--- config.mk ---
export PLATFORM = sky130hd
export DESIGN_NAME = chip_stream_feeder
export DESIGN_NICKNAME = d
export VERILOG_FILES = /design/src/rtl/chip_stream_feeder.sv
export SDC_FILE = /design/constraint.sdc
export NUM_CORES = 1
export LEC_CHECK = 0
export CAP_MARGIN = 20
export CORE_MARGIN = 2
export CORE_UTILIZATION = 45
export DETAILED_ROUTE_END_ITERATION = 10
export GPL_TIMING_DRIVEN = 0
export PLACE_DENSITY_LB_ADDON = 0.3
export SLEW_MARGIN = 0
export SYNTH_ARGS = -nofsm -noshare
export SYNTH_HDL_FRONTEND = slang
export SYNTH_SLANG_ARGS = --single-unit
--- constraint.sdc ---
create_clock -name clk -period 4.7 [get_ports clk]
set_input_delay 0.94 -clock clk [delete_from_list [all_inputs] [get_ports clk]]
set_output_delay 0.94 -clock clk [all_outputs]
set_load 0.01 [all_outputs]
--- src/rtl/chip_stream_feeder.sv ---
// Feeds a 20x20 image to the edge core in 5-pixel beats, then gathers its result bits.
// Optional STREAM_TIMEOUT_EN adds a watchdog that ends a stalled collection.
module chip_stream_feeder #(
    parameter int IMG_DIM        = 20,
    parameter int BIT_LENGTH     = 5,
    parameter int PIX_PER_BEAT   = 5,
    parameter int RES_DIM        = 18,
    parameter int TIMEOUT_CYCLES = 4096
) (
    input  logic                               clk,
    input  logic                               reset,
    input  logic                               start,
    output logic                               busy,
    output logic                               done,
    output logic                               rom_rd,
    output logic [6:0]                         rom_addr,
    input  logic [PIX_PER_BEAT*BIT_LENGTH-1:0] rom_data,
    output logic [BIT_LENGTH-1:0]              pixel_out0,
    output logic [BIT_LENGTH-1:0]              pixel_out1,
    output logic [BIT_LENGTH-1:0]              pixel_out2,
    output logic [BIT_LENGTH-1:0]              pixel_out3,
    output logic [BIT_LENGTH-1:0]              pixel_out4,
    output logic                               load_end,
    input  logic                               edge_in,
    input  logic                               readable,
    output logic                               res_we,
    output logic [8:0]                         res_addr,
    output logic                               res_data,
    output logic [8:0]                         edge_count,
    output logic                               timeout
);

    localparam int BEATS = IMG_DIM * IMG_DIM / PIX_PER_BEAT;
    localparam int NRES  = RES_DIM * RES_DIM;
    localparam logic [6:0] LAST_B = 7'(BEATS - 1);
    localparam logic [8:0] LAST_R = 9'(NRES - 1);

    localparam logic [2:0] IDLE    = 3'd0;
    localparam logic [2:0] PRIME   = 3'd1;
    localparam logic [2:0] STREAM  = 3'd2;
    localparam logic [2:0] COLLECT = 3'd3;
    localparam logic [2:0] FINISH  = 3'd4;

    logic [2:0] state;
    logic [6:0] beat;
    logic [8:0] ridx;
    logic       wd_hit;
    logic       in_stream;
    logic       in_collect;

    assign in_stream  = (state == STREAM);
    assign in_collect = (state == COLLECT);

    always_ff @(posedge clk or posedge reset) begin
        if (reset) begin
            state      <= IDLE;
            beat       <= '0;
            ridx       <= '0;
            edge_count <= '0;
        end else begin
            unique case (state)
                IDLE: begin
                    if (start) begin
                        state      <= PRIME;
                        beat       <= '0;
                        ridx       <= '0;
                        edge_count <= '0;
                    end
                end
                PRIME: begin
                    state <= STREAM;
                    beat  <= '0;
                end
                STREAM: begin
                    if (beat == LAST_B)
                        state <= COLLECT;
                    else
                        beat <= beat + 7'd1;
                end
                COLLECT: begin
                    if (readable) begin
                        ridx       <= ridx + 9'd1;
                        edge_count <= edge_count + {8'd0, edge_in};
                        if (ridx == LAST_R)
                            state <= FINISH;
                    end else if (wd_hit) begin
                        state <= FINISH;
                    end
                end
                FINISH: state <= IDLE;
                default: state <= IDLE;
            endcase
        end
    end

`ifdef STREAM_TIMEOUT_EN
    localparam int WDW = $clog2(TIMEOUT_CYCLES + 1);

    logic [WDW-1:0] wd;
    logic           timeout_q;

    // wd holds the number of cycles since the last sample, counting that sample
    always_ff @(posedge clk or posedge reset) begin
        if (reset) begin
            wd        <= WDW'(1);
            timeout_q <= 1'b0;
        end else begin
            if (state == IDLE && start)
                timeout_q <= 1'b0;
            if (wd_hit)
                timeout_q <= 1'b1;
            if (in_collect && !readable)
                wd <= wd + WDW'(1);
            else
                wd <= WDW'(1);
        end
    end

    assign wd_hit  = in_collect && !readable && (wd == WDW'(TIMEOUT_CYCLES - 1));
    assign timeout = timeout_q;
`else
    assign wd_hit  = 1'b0;
    assign timeout = 1'b0;
`endif

    assign busy = (state == PRIME) || in_stream || in_collect;
    assign done = (state == FINISH);

    assign rom_rd   = (state == PRIME) || (in_stream && beat != LAST_B);
    assign rom_addr = (in_stream && beat != LAST_B) ? beat + 7'd1 : 7'd0;
    assign load_end = in_stream && (beat == LAST_B);

    // The ROM's output register is the pixel register; it is only gated here
    assign pixel_out0 = in_stream ? rom_data[0*BIT_LENGTH +: BIT_LENGTH] : '0;
    assign pixel_out1 = in_stream ? rom_data[1*BIT_LENGTH +: BIT_LENGTH] : '0;
    assign pixel_out2 = in_stream ? rom_data[2*BIT_LENGTH +: BIT_LENGTH] : '0;
    assign pixel_out3 = in_stream ? rom_data[3*BIT_LENGTH +: BIT_LENGTH] : '0;
    assign pixel_out4 = in_stream ? rom_data[4*BIT_LENGTH +: BIT_LENGTH] : '0;

    assign res_we   = in_collect && readable;
    assign res_addr = res_we ? ridx : 9'd0;
    assign res_data = res_we && edge_in;

endmodule
# After elaboration in Yosys (flattened, before gate mapping)
# Cells that the tools add are included.
dict set report totals {
  ff_bits 28
  latchBits 0
  ramBits 0
  mem_bits_ro 0
  in_bits 30
  wordCells 52
  mem_count 0
}
dict set report classes {
  n_addsub 3
  n_mul 0
  div_mod_pow 0
  n_lt_le_gt_ge 0
  n_eq_ne 12
  shift 0
  mux 20
  bitwise_logic 0
  reduce_logical 13
}
# operator count
set op_table {}
lappend op_table {{2-to-1 mux 9 bit} 4}
lappend op_table {{one-hot mux 9 bit (2 select lines)} 2}
lappend op_table {{2-to-1 mux 5 bit} 5}
lappend op_table {{2-to-1 mux 7 bit} 3}
lappend op_table {{one-hot mux 7 bit (3 select lines)} 1}
lappend op_table {{2-to-1 mux 3 bit} 4}
lappend op_table {{one-hot mux 3 bit (4 select lines)} 1}
lappend op_table {{adder 9 x 1 -> 9 bit} 1}
lappend op_table {{adder 9 x 1 -> 9 bit (second input constant)} 1}
lappend op_table {{equality test 9 bit (second input constant)} 1}
lappend op_table {{adder 7 x 1 -> 7 bit (second input constant)} 1}
lappend op_table {{equality test 7 bit (second input constant)} 1}
lappend op_table {{inequality test 7 bit (second input constant)} 1}
lappend op_table {{equality test 3 x 2 -> 1 bit (second input constant)} 2}
lappend op_table {{inequality test 2 bit (second input constant)} 3}
lappend op_table {{AND reduction 3 bit} 2}
lappend op_table {{logical AND 1 bit} 4}
lappend op_table {{inequality test 2 x 1 -> 1 bit (second input constant)} 2}
lappend op_table {{AND reduction 4 bit} 1}
lappend op_table {{equality test 3 x 1 -> 1 bit (second input constant)} 1}
lappend op_table {{equality test 3 bit (second input constant)} 1}
lappend op_table {{zero test 3 bit} 1}
lappend op_table {{logical OR 1 bit} 3}
lappend op_table {{nonzero test 3 bit} 1}
lappend op_table {{nonzero test 2 bit} 1}

# Longest topological paths before layout
dict set report logic_depth {
  ltp_word 4
  ltp_mapped 6
  depth_no_buf 5
}

# Least setup slack after synthesis
# OpenSTA, ideal clock, no wires.
dict set report synth_timing {
  kind {input port to output port}
  start {input port readable}
  end {output port res_addr[1]}
  arrival_time_ps 1627
  required_ps 3760
  path_slack_ps 2133
  cell_stages 4
  n_path_buf 1
  path_cell_list {nand4b_4 > clkinv_1 > buf_2 > and2_1}
}
dict set report synth_between {
  elab_chain_len 2
}
# element line
set synth_rtl {}
lappend synth_rtl {{start: declaration} 25} ;# input logic readable,
lappend synth_rtl {{logical AND 1 bit} 140} ;# assign res_we = in_collect && readable;
lappend synth_rtl {{net res_we} 26} ;# output logic res_we,
lappend synth_rtl {{2-to-1 mux 9 bit} 141} ;# assign res_addr = res_we ? ridx : 9'd0;
lappend synth_rtl {{end: declaration} 27} ;# output logic [8:0] res_addr,
# The timed path passes the listed nets, and every way through them passes these cells.

# Worst setup path after layout
dict set report layout_timing {
  start {input port readable}
  end {output port res_addr[8]}
}
dict set report layout_between {
  elab_chain_len 2
}
# element line
set layout_rtl {}
lappend layout_rtl {{logical AND 1 bit} 140}
lappend layout_rtl {{2-to-1 mux 9 bit} 141}
# Every way passes these cells.

==> impl_metrics.ini <==
[cts]
hold_buffers = 0
path_clk_slew_ns = 0.10
cts_sinks = 28
cts_resized = 0
cts-root-buf = clkbuf_8
cts_buffers = 3
tritoncts = yes
htree_levels = 1
clockBufferDepth = 2
clk_latency_ns = 0.27
postCtsSetupBuffers = 0

[timing]
fin_skew_ns = 0.002427
hold_violations = 0
slew_headroom = 0.5644
worst_pin_slew_ns = 0.6475
setup_tns_ns = 0
fmax_ghz = 0.2653
rsz0062_at_grt = no
setup_viol = 0
drv_slew = 0
timing.final.crit_share = 0.8019
min_period_ns = 3.769

[worst_setup_path]
reg2reg_from = ridx[1]
reg2reg_slack_ns = 2.91
rr_worst_depth = 4
cp_max_fo = 10
reg2reg_to = state[1]
crit_arrival_ns = 2.83
crit_required_ns = 3.76
worstSetupPathType = in2out
end_kind = primary output
critPathLaunchType = input port

[power_and_ir_drop]
power.switching_uw = 100.1
p_comb_frac = 0.153
max-vdd-ir-drop_mv = 0.1101
swShare = 0.2157
p_clk_frac = 0.326
leakage_uw = 0.001275
p_int_uw = 363.9
pwr-share-seq = 0.521
p_per_area_mw_per_mm2 = 157.7

[synthesis]
synth_seq_cells = 28
synth_cells = 224
synth_edf_count = 0
synth.yosys.warnings = 0
syn_nets = 258
synth.cell_area_sq_mm = 0.001947
async_flop_share = 1.000
synth_cell_types = 53
ys_seq_area_frac = 0.3599
synth.most_common_cell = and2_1
synthFlopType = dfrtp_1
ys_top_cells_by_area = dfrtp_1 36%, and2_1 12%, a21oi_1 3.6%
yosysTopAreaCellShare = 0.3599
synth.largest_area_cell = dfrtp_1
postSynthAreaPerCell_sq_um = 8.691
synth.top_cells.by_count = 36 x and2_1, 28 x dfrtp_1, 16 x nand2_1

[cells_and_area]
final_core_util = 0.7201
area_growth_pct = 51.16
n_antenna_cell = 0
layout-drive-gt1-share = 0.05414
nNetsFinal = 349

[global_route]
grt_pass1_wl_mm = 8.590
busiest_layer = met2
use_met2 = 0.3661
grt_max_degree = 29
antenna_found_initial = 0
grt_pass1_vias = 1874
met1_usage = 0.2817
overflow = 0
track_usage = 0.2112
gr-usage-met3 = 0.03924

[min_path]
min_from = ridx[8]
whs_endpoint = ridx[8]
hold_class = reg2reg
hold_path_depth = 1

[die]
rows = 23
die_area_sq_mm = 0.004869
dieWidth_microns = 69.78
die-height_microns = 69.78
initial_core_util = 0.4764
coreArea_sq_mm = 0.004086
io_pins = 87

[detailed_routing]
drt-initial-drc-count = 154
routed_wl_mm = 5.194
wire_per_inst_microns = 14.27
ant_nets = 0
vias_per_cell = 5.497
dr.pass1.iters = 4
routed-via-count = 2001
drc_errors = 0

[placement]
dp_hpwl_mm = 3.955
gp_congestion = 0.8370
portBuffers = 85

[run_status]
outcome = completed

[flow_run]
maxCapViolations = 0
[per-stage QoR]
step	worst slack [ns]	hold slack (ns)	instance area, sq um	power [uW]	std cells
global placement	0.9527	0.4819	2860	314.1	359
finish	0.9311	0.5092	2943	464.0	364
CTS	0.9578	0.5166	2915	463.3	363
global route	0.8254	0.5350	2943	481.8	364
detailed placement	0.9567	0.5001	2860	315.4	359
floorplan	2.133	0.4587	1947	266.5	224
[cell families (layout without fill, tap and decap cells)]
group / count (synthesis) / after routing / synth area share
other: 1 / 1 / 0.001926
xor gates and xnor gates: 2 / 2 / 0.008999
AOI/OAI and AO/OA: 47 / 47 / 0.1587
adders and majority gates: 4 / 4 / 0.02571
muxes: 7 / 7 / 0.03599
and+or+nand+nor: 112 / 112 / 0.3554
DFF: 28 / 28 / 0.3599
buffers and inverters: 23 / 113 / 0.05334
[how the worst max path moves through the flow]
stage	slack (ns)	end	start	depth (start not counted)
floorplan	2.13	res_addr[1]	readable	4
detailed placement	0.96	res_addr[3]	readable	6
CTS	0.96	res_addr[7]	readable	6
global placement	0.95	res_addr[7]	readable	6
finish	0.93	res_addr[8]	readable	6
global route	0.83	res_addr[8]	readable	6
[power groups by stage]
stage,registers (uW),logic (uW),clock network (uW)
2_1_floorplan,246,20.1,0
3_3_place_gp,247,67.6,0
3_5_place_dp,247,68.8,0
4_1_cts,242,69.1,152
5_1_grt,242,76.5,163
6_report,242,70.8,151
[state kept, by name, summed over array words and instances, names as in the netlist]
register,count
state,3
beat,7
edge_count,9
ridx,9
[area by class of cell]
class	count	area [sq um]
multi-input combinational	173	1142
tap	50	62.56
fill	336	1144
sequential	28	700.7
clock buffer	4	55.05
inverter	11	41.29
timing repair buffer	86	878.3
buffer	12	62.56
[placed cells by master (no fill, tap or decap), drive strengths merged, types with 2 or more instances in the layout]
cell type	n
or4	4
buf	9
or3b	2
o211ai	2
or3	5
a22o	3
dfrtp	28
nand4	6
and2	36
inv	10
or4b	2
nor3	3
a21oi	14
clkbuf	8
nand3	10
ha	4
nor2b	2
o21ai	10
a21o	2
mux2i	7
nand2	16
clkdlybuf4s50	85
nor4	2
nor2	12
o31ai	4
nand2b	2
nand4b	2
a211oi	2
nor3b	4
[routing by layer]
metal	wire, microns	vias up
met3	312	2
met2	2614	82
met4	10	0
met5	0	-
li1	-	976
met1	2257	941
[critical path, cell delays in order]
cell and delay, ns:
clkdlybuf4s50_1 0.54, nand4b_4 0.18, clkinv_1 0.22, buf_2 0.24
and2_1 0.16, clkdlybuf4s50_1 0.55
No activity file was read; power rests on OpenSTA's default activity.
